==> config.mk <==
export PLATFORM = sky130hd
export DESIGN_NAME = alarm_sequencer
export DESIGN_NICKNAME = d
export VERILOG_FILES = /design/src/rtl/alarm_pkg.sv /design/src/rtl/alarm_timer.sv /design/src/rtl/alarm_sequencer.sv
export SDC_FILE = /design/constraint.sdc
export NUM_CORES = 1
export LEC_CHECK = 0
export BUFFER_PORTS_ARGS = -buffer_cell sky130_fd_sc_hd__buf_2
export CORE_MARGIN = 2
export CORE_UTILIZATION = 40
export CTS_CLUSTER_DIAMETER = 120
export DETAILED_ROUTE_END_ITERATION = 7
export HOLD_SLACK_MARGIN = 0.08
export PLACE_DENSITY = 0.6
export SYNTH_ARGS = -nofsm -noshare
export SYNTH_HDL_FRONTEND = slang
export SYNTH_SLANG_ARGS = --single-unit
==> constraint.sdc <==
create_clock -name clk -period 1.8 [get_ports clk]
set_input_delay 0.18 -clock clk [delete_from_list [all_inputs] [get_ports clk]]
set_output_delay 0.18 -clock clk [all_outputs]
set_load 0.005 [all_outputs]
==> src/rtl/alarm_pkg.sv <==
// -----------------------------------------------------------------------------
// alarm_pkg
// Shared definitions for the alarm sequencer: state encoding, arming-mode type,
// reset mode value and a zone helper used by the next-state logic.
// -----------------------------------------------------------------------------
package alarm_pkg;

  // Moore state encoding; codes 6 and 7 are unused and recover to ST_DISARMED.
  typedef enum logic [2:0] {
    ST_DISARMED = 3'd0,
    ST_EXIT     = 3'd1,
    ST_ARMED    = 3'd2,
    ST_ENTRY    = 3'd3,
    ST_ALARM    = 3'd4,
    ST_TRIPPED  = 3'd5
  } state_e;

  // Arming mode latched when an arm request is accepted.
  typedef enum logic {
    MODE_AWAY = 1'b0,
    MODE_STAY = 1'b1
  } mode_e;

  localparam mode_e MODE_RESET = MODE_AWAY;

  // Both modes supervise every door and window zone; they differ only in
  // whether an open door gets an entry delay.
  function automatic logic zones_open(input logic [1:0] doors,
                                      input logic [2:0] windows);
    return (|doors) | (|windows);
  endfunction

endpackage

==> src/rtl/alarm_timer.sv <==
// -----------------------------------------------------------------------------
// alarm_timer
// Loadable down counter. Loading N-1 gives a dwell of exactly N cycles until
// done, which is asserted while the count is zero. The counter holds at zero.
//
// Ports:
//   clk      in  system clock, rising edge
//   rst_n    in  asynchronous active-low reset (count -> 0)
//   load     in  load load_val on the next edge
//   load_val in  value to load (N-1 for an N-cycle dwell)
//   done     out count is zero
// -----------------------------------------------------------------------------
module alarm_timer #(
  parameter int unsigned CNT_W = 8
) (
  input  logic             clk,
  input  logic             rst_n,
  input  logic             load,
  input  logic [CNT_W-1:0] load_val,
  output logic             done
);

  logic [CNT_W-1:0] cnt_q;
  logic [CNT_W-1:0] cnt_d;

  always_comb begin
    cnt_d = cnt_q;
    if (load) begin
      cnt_d = load_val;
    end else if (cnt_q != '0) begin
      cnt_d = cnt_q - 1'b1;
    end
  end

  // NOTE: sequential state is updated with non-blocking assignments so every
  // register samples pre-edge values regardless of process ordering.
  always_ff @(posedge clk or negedge rst_n) begin
    if (!rst_n) begin
      cnt_q <= '0;
    end else begin
      cnt_q <= cnt_d;
    end
  end

  assign done = (cnt_q == '0);

endmodule

==> src/rtl/alarm_sequencer.sv <==
// -----------------------------------------------------------------------------
// alarm_sequencer
// Intrusion alarm sequencer: arm with exit delay, away/stay supervision,
// entry delay (away mode only), timed siren and tripped hold-off.
//
// Ports:
//   clk       in  system clock, rising edge
//   rst_n     in  asynchronous active-low reset
//   arm       in  one-cycle arm request (accepted only while disarmed)
//   stay      in  mode sampled with an accepted arm (1 = stay, 0 = away)
//   disarm    in  one-cycle disarm request, highest priority
//   doors     in  [1:0] door zones, 1 = open
//   windows   in  [2:0] window zones, 1 = open
//   secure    out premises secure (DISARMED/EXIT/ARMED)
//   alarm     out siren drive (ALARM only)
//   armed     out any state other than DISARMED
//   arm_fault out one-cycle pulse: arm refused because a window is open
//   state     out [2:0] current state encoding
// -----------------------------------------------------------------------------
module alarm_sequencer
  import alarm_pkg::*;
#(
  parameter int unsigned EXIT_CYCLES  = 16,
  parameter int unsigned ENTRY_CYCLES = 8,
  parameter int unsigned SIREN_CYCLES = 32,
  parameter int unsigned CNT_W        = 8
) (
  input  logic       clk,
  input  logic       rst_n,
  input  logic       arm,
  input  logic       stay,
  input  logic       disarm,
  input  logic [1:0] doors,
  input  logic [2:0] windows,
  output logic       secure,
  output logic       alarm,
  output logic       armed,
  output logic       arm_fault,
  output logic [2:0] state
);

  // Timer is loaded with N-1 so that it reaches zero in the N-th cycle.
  localparam logic [CNT_W-1:0] EXIT_LOAD  = CNT_W'(EXIT_CYCLES - 1);
  localparam logic [CNT_W-1:0] ENTRY_LOAD = CNT_W'(ENTRY_CYCLES - 1);
  localparam logic [CNT_W-1:0] SIREN_LOAD = CNT_W'(SIREN_CYCLES - 1);

  state_e           state_q, state_d;
  mode_e            mode_q, mode_d;
  logic             arm_fault_q, arm_fault_d;
  logic             tmr_load;
  logic [CNT_W-1:0] tmr_val;
  logic             tmr_done;
  logic             any_open;
  logic             win_open;

  assign win_open = |windows;
  assign any_open = zones_open(doors, windows);

  alarm_timer #(
    .CNT_W(CNT_W)
  ) u_timer (
    .clk     (clk),
    .rst_n   (rst_n),
    .load    (tmr_load),
    .load_val(tmr_val),
    .done    (tmr_done)
  );

  // NOTE: every signal driven here gets a default first, so no path through
  // the case statement can leave one unassigned and infer a latch.
  always_comb begin
    state_d     = state_q;
    mode_d      = mode_q;
    arm_fault_d = 1'b0;
    tmr_load    = 1'b0;
    tmr_val     = '0;

    if (disarm) begin
      state_d = ST_DISARMED;
    end else begin
      unique case (state_q)
        ST_DISARMED: begin
          if (arm) begin
            if (!win_open) begin
              state_d  = ST_EXIT;
              mode_d   = stay ? MODE_STAY : MODE_AWAY;
              tmr_load = 1'b1;
              tmr_val  = EXIT_LOAD;
            end else begin
              arm_fault_d = 1'b1;
            end
          end
        end

        // Doors are deliberately ignored while the occupant walks out.
        ST_EXIT: begin
          if (win_open) begin
            state_d  = ST_ALARM;
            tmr_load = 1'b1;
            tmr_val  = SIREN_LOAD;
          end else if (tmr_done) begin
            state_d = ST_ARMED;
          end
        end

        ST_ARMED: begin
          if (mode_q == MODE_STAY) begin
            if (any_open) begin
              state_d  = ST_ALARM;
              tmr_load = 1'b1;
              tmr_val  = SIREN_LOAD;
            end
          end else if (win_open) begin
            state_d  = ST_ALARM;
            tmr_load = 1'b1;
            tmr_val  = SIREN_LOAD;
          end else if (|doors) begin
            state_d  = ST_ENTRY;
            tmr_load = 1'b1;
            tmr_val  = ENTRY_LOAD;
          end
        end

        // Closing the door again does not cancel the entry countdown.
        ST_ENTRY: begin
          if (win_open || tmr_done) begin
            state_d  = ST_ALARM;
            tmr_load = 1'b1;
            tmr_val  = SIREN_LOAD;
          end
        end

        ST_ALARM: begin
          if (tmr_done) begin
            state_d = any_open ? ST_TRIPPED : ST_ARMED;
          end
        end

        ST_TRIPPED: begin
          if (!any_open) begin
            state_d = ST_ARMED;
          end
        end

        default: begin
          state_d = ST_DISARMED;
        end
      endcase
    end
  end

  always_ff @(posedge clk or negedge rst_n) begin
    if (!rst_n) begin
      state_q     <= ST_DISARMED;
      mode_q      <= MODE_RESET;
      arm_fault_q <= 1'b0;
    end else begin
      state_q     <= state_d;
      mode_q      <= mode_d;
      arm_fault_q <= arm_fault_d;
    end
  end

  // Moore outputs decoded from the state register only.
  assign state     = state_q;
  assign secure    = (state_q == ST_DISARMED) || (state_q == ST_EXIT) ||
                     (state_q == ST_ARMED);
  assign alarm     = (state_q == ST_ALARM);
  assign armed     = (state_q != ST_DISARMED);
  assign arm_fault = arm_fault_q;

endmodule

# == Word level (Yosys, flattened, before mapping) ==
# Cells that the tools add are included.
# word_totals
input_bits,10
wordCells,73
out_inout_bits,7
register_bits,13
# classes
bitwise_logic,3
n_addsub,1
reduce_logical,12
eq_ne,13
n_mux,40
# ops
cell,n
two-way mux 3 bit,14
two-way mux 8 bit,4
case mux 8 bit (4 select lines),1
two-way mux 5 bit,4
case mux 3 bit (6 select lines),1
two-way mux 1 bit,13
inequality test 3 bit (second input constant),4
zero test 8 bit,1
two-way mux 4 bit,2
inequality test 4 bit (second input constant),2
AND reduction 8 bit,1
nonzero test 8 bit,1
subtractor 8 x 1 -> 8 bit (second input constant),1
== test 3 x 2 -> 1 bit (second input constant),2
== test 3 bit (second input constant),2
inequality test 5 bit (second input constant),1
case mux 1 bit (4 select lines),1
AND reduction 4 bit,1
== test 3 x 1 -> 1 bit (second input constant),1
zero test 3 bit,1
logical OR 1 bit,3
inequality test 3 x 2 -> 1 bit (second input constant),1
nonzero test 3 bit,1
OR reduction 3 bit,1
other kinds (4),5

# == Logic depth before layout (Yosys ltp) ==
# logic_depth
word_depth,7
depth_mapped,7

# == Hierarchy ==
# A second synthesis with hierarchy kept.
# unflattened
hier_cells,114
area_unflattened_um2,977.2
# by_module_without_submodules
mod,seq_area_each_um2,n_inst,area_each_um2,cells_per_inst
alarm_sequencer,125.1,1,489.2,60
alarm_timer,200.2,1,488.0,54

# == Least setup slack after synthesis ==
# OpenSTA, ideal clock, no wires.
# synth_path
path_kind,register -> register
start,register u_timer.cnt_q[0]
end,register state_q[1] (netlist: state[1])
t_arrival_ns,1.618
required_ns,1.701
path_stages_with_launch,8
setup_slack_ns,0.082
period_less_slack_ns,1.718
setup_ns,0.099
cell_sequence,dfrtp_1 -> inv_1 -> ha_1 -> nor3b_2 -> nand2_2 -> a221oi_2 -> a21oi_1 -> a311oi_1
# synth_between
elab_chain_cells,4
elab_cells_between_ends,6
cone_classes,eq/ne: 3; reduce/logical: 3
# synth_rtl
item,line,text
"start, declared",alarm_timer.sv:23,logic [CNT_W-1:0] cnt_q;
"start signal, assigned",alarm_timer.sv:41,cnt_q <= cnt_d;
zero test 8 bit *,alarm_timer.sv:45,assign done = (cnt_q == '0);
logical OR 1 bit,alarm_sequencer.sv:126,if (win_open || tmr_done) begin
inequality test 3 bit (no source line),n/a,
AND reduction 8 bit (no source line) *,n/a,
"end signal, assigned",alarm_sequencer.sv:158,state_q <= state_d;
"end, declared",alarm_sequencer.sv:47,"state_e state_q, state_d;"
# Mark *: on every way between the ends. The rest lies on a longest branch, timed or not.
# A chain may end at the register's enable or synchronous reset.

# == Worst setup path in the final report ==
# Ends and elaborated chain as after synthesis.

==> summary.md <==
| Metric | Value |
|---|---|
| Worst voltage drop across the vdd grid | 0.8828 mV |
| Critical Path AT | 1.95 ns |
| Minimum clock period after layout | 1.780 ns |
| Clock-pin transition on the worst setup and hold timing paths | 0.08 ns |
| Clock tree from TritonCTS | yes |
| Type of the worst setup path | reg2reg |
| Placeable Area | 0.002233 mm^2 |
| Fill cells | 209 |
| Port buffer count | 16 |
| Share of final-layout standard cells stronger than drive strength 1 | 35.00% |
| Synth Register Bits | 13 |
| Register area share after synthesis | 34.26% |
| Yosys cell types | 43 |
| Number of nets with antenna violations after routing | 0 |
| Detailed-route wire length | 2377 um |
| Crit Path Max Fanout | 4 |
| Dominant synthesized flop cell | dfrtp_1 |
| Post-synth top area cell | dfrtp_1 |
| Netlist area before placement | 949.7 um^2 |
| Number of maximum-capacitance violations | 0 |
| Cell area power density | 1524 mW/mm^2 |
| Slowest library cell on the worst path | dfrtp_1 |
| Die area | 0.002780 mm^2 |
| Detail Route met3 WL | 61 um |
| Ratio of routed vias to standard cells | 5.381 |
| Area occupied by registers | 325.3 um^2 |
| Largest net degree at the start of global routing | 14 |
| Synth Net Count | 121 |
| Aggregate global-route resource usage | 19.03% |
| Number of antenna violations at the first check in global routing | 0 |
| Startpoint Class | flop |
| CP peak stage delay | 0.39 ns |
| Total clock sinks | 13 |
| Area share of the largest cell type after synthesis | 34.26% |
| Final Hold Vio Count | 0 |
| GPL Wtd Cong | 0.8757 |
| Slew Limit Fails | 0 |
| Least-Margin Pin Slew | 0.4124 ns |
| Synthesis-to-layout area growth | 30.04% |
| Top area cells in the synthesized netlist | dfrtp_1, nor2_1, nand2_1, xor2_1, a21oi_1 |
| Avg Cell Area, Syn | 8.712 um^2 |
| Main combinational cell family by area after synthesis | simple AND/OR/NAND/NOR gates |
| Post-synthesis share of cell area spent on xor and xnor gates | 3.689% |
| GRT overflow | 0 |
| First drt pass iteration count | 4 |
| Buffer cell driving the clock tree root | clkbuf_4 |
| Wire length of the first global-routing pass | 3884 um |
| Final HPWL DP | 1783 um |
| Skew final | 0.008331 ns |
| Amount of wire on met2 after detailed routing | 1177 um |
| Antenna diode count | 0 |
| Remaining design rule violation count | 0 |
| Multi-input combinational cell area | 638.1 um^2 |
| Hold slack | 0.1343 ns |
| Status | finished, final reports clean |
| Most repeated cell in the gate-level netlist after synthesis | nor2_1 |
| Worst reg2reg path depth | 7 |
| Hold path depth | 2 |
| Period utilization | 98.87% |
| Post-synthesis adder-cell area fraction | 2.635% |
| Count of mapped cells out of synthesis | 109 |
| Die height | 52.73 um |
| Maximum number of buffers from clock root to sink | 2 |
| Share of synthesized area spent on multiplexers | 3.294% |
| Synthesis warning total | 0 |
| WL/cell | 14.15 um |
| Power consumption | 1.882 mW |
| # setup viols final | 0 |
| Commonest cells in the netlist | nor2_1, dfrtp_1, nand2_1 |
| Via Count | 904 |
| Final net count | 153 |
| Starting DRC count in detailed routing | 8 |
| Uppermost signal routing layer after detailed routing | met4 |
| Async set-or-reset flop fraction in the synthesized netlist | 100.0% |
| Number of top-level design ports | 17 |
| Worst Path Required | 1.97 ns |
| Clock insertion delay at the later pin of the skew report | 0.28 ns |
| RSZ-0062 raised after global routing | yes |
| Worst slew margin relative to its limit | 72.29% |
| Simple-Gate Fraction of Synth Area | 32.15% |
| Cts bufs inserted | 3 |
| Wire length on met1 | 1081 um |
| Row Count | 17 |
| CTS H-tree depth | 1 |
| Number of flops mapped to enable cells by yosys | 0 |
| Max Clk Rate | 561.9 MHz |
| Via count of the first global-routing pass | 918 |
| Post-synthesis compound-gate area fraction | 20.69% |
| CP Cell Sequence | inv_2, ha_4, nor3b_4, nand2_2, a221oi_4, a21oi_2, a311oi_1 |
| Sort of element at the end of the critical path | flop |
| Width of the die | 52.73 um |
| Min-delay worst type | in2reg |
| Static leakage | 0.5568 nW |
| Initial standard-cell utilization of the core | 42.52% |
## sequential cells by signal (all words and copies together) (netlist names)
| signal | flops |
|---|---|
| u_timer.cnt_q | 8 |
| state | 3 |
| arm_fault | 1 |
| mode_q | 1 |
## metal layers
| metal | global-route usage [%] | up-vias |
|---|---|---|
| li1 | - | 457 |
| met4 | 10.68 | 0 |
| met2 | 34.58 | 19 |
| met1 | 21.95 | 422 |
| met5 | 0 | - |
| met3 | 0.8571 | 6 |
## stage by stage
step | TNS (ns) | utilization (%) | setup WS (ns) | instances | cell area, um^2
floorplan | 0 | - | 0.08219 | 109 | 949.7
global placement | 0 | 49.97 | 0.03136 | 158 | 1116
detailed placement | -0.1209 | 49.97 | -0.07558 | 158 | 1116
CTS | 0 | 52.21 | 0.002313 | 164 | 1166
global route | -0.3191 | 55.29 | -0.08929 | 168 | 1235
finish | 0 | 55.29 | 0.02040 | 168 | 1235
## worst max-delay path, delay by kind of cell (launching register included)
family                   cells  cell delay, ns
AO/OA/AOI/OAI                3            0.68
flip-flops                   1            0.39
adder cells (fa/ha/maj)      1            0.13
AND/OR/NAND/NOR              2            0.40
buffers and inverters        1            0.09
## cell type report
cell class,count,area share [%]
clock buffer,4,2.128
inverter,4,1.216
multi-input combinational,88,51.67
sequential,13,26.34
tap,28,2.837
timing repair buffer,31,15.81
## final timing paths
check,from,end,slack [ns]
max,u_timer.cnt_q[0]$_DFFE_PN0P_,state[1]$_DFFE_PN0P_,0.02
min,stay,mode_q$_DFFE_PN0P_,0.13
max reg2reg,u_timer.cnt_q[0]$_DFFE_PN0P_,state[1]$_DFFE_PN0P_,0.02
min reg2reg,mode_q$_DFFE_PN0P_,mode_q$_DFFE_PN0P_,0.54
max in group asynchronous,rst_n,state[1]$_DFFE_PN0P_,1.25
min in group asynchronous,rst_n,u_timer.cnt_q[7]$_DFFE_PN0P_,0.31
## cell families after synthesis
family                   count (synthesis)
flip-flops                              13
buffers and inverters                    8
XOR/XNOR                                 4
AND/OR/NAND/NOR                         54
AO/OA/AOI/OAI                           25
adder cells (fa/ha/maj)                  2
multiplexers                             3
## power breakdown
group          internal [mW]  switching [mW]  total (mW)
clock                 0.0859          0.0915       0.177
combinational          0.564           0.549        1.11
sequential             0.417           0.174       0.591
total                   1.07           0.815        1.88
## what timing repair did
item                       in CTS  in global routing
setup endpoints to repair       5                 10
gates resized for setup         1                 10
hold endpoints to repair       13                  0
cloned                          0                  0
pin swaps                       2                  9
setup buffers                   1                  4
hold buffers                    1                  0
## cells in the final DEF, fill, tap and decap left out, types with 2 or more instances in the layout
master and instances:
xor2_1 3, or4_1 2, a21oi_1 3, nand3b_1 2, mux2i_1 2, nand2b_1 3, inv_2 2, a21o_1 2
o21ai_0 3, nand3_1 3, clkbuf_4 3, dfrtp_1 13, a21oi_2 3, inv_1 2, nor3_1 5, or3_1 2
and2_1 3, buf_2 16, nand2_1 11, buf_4 14, nor2_1 14
No activity file was read; power rests on OpenSTA's default activity.
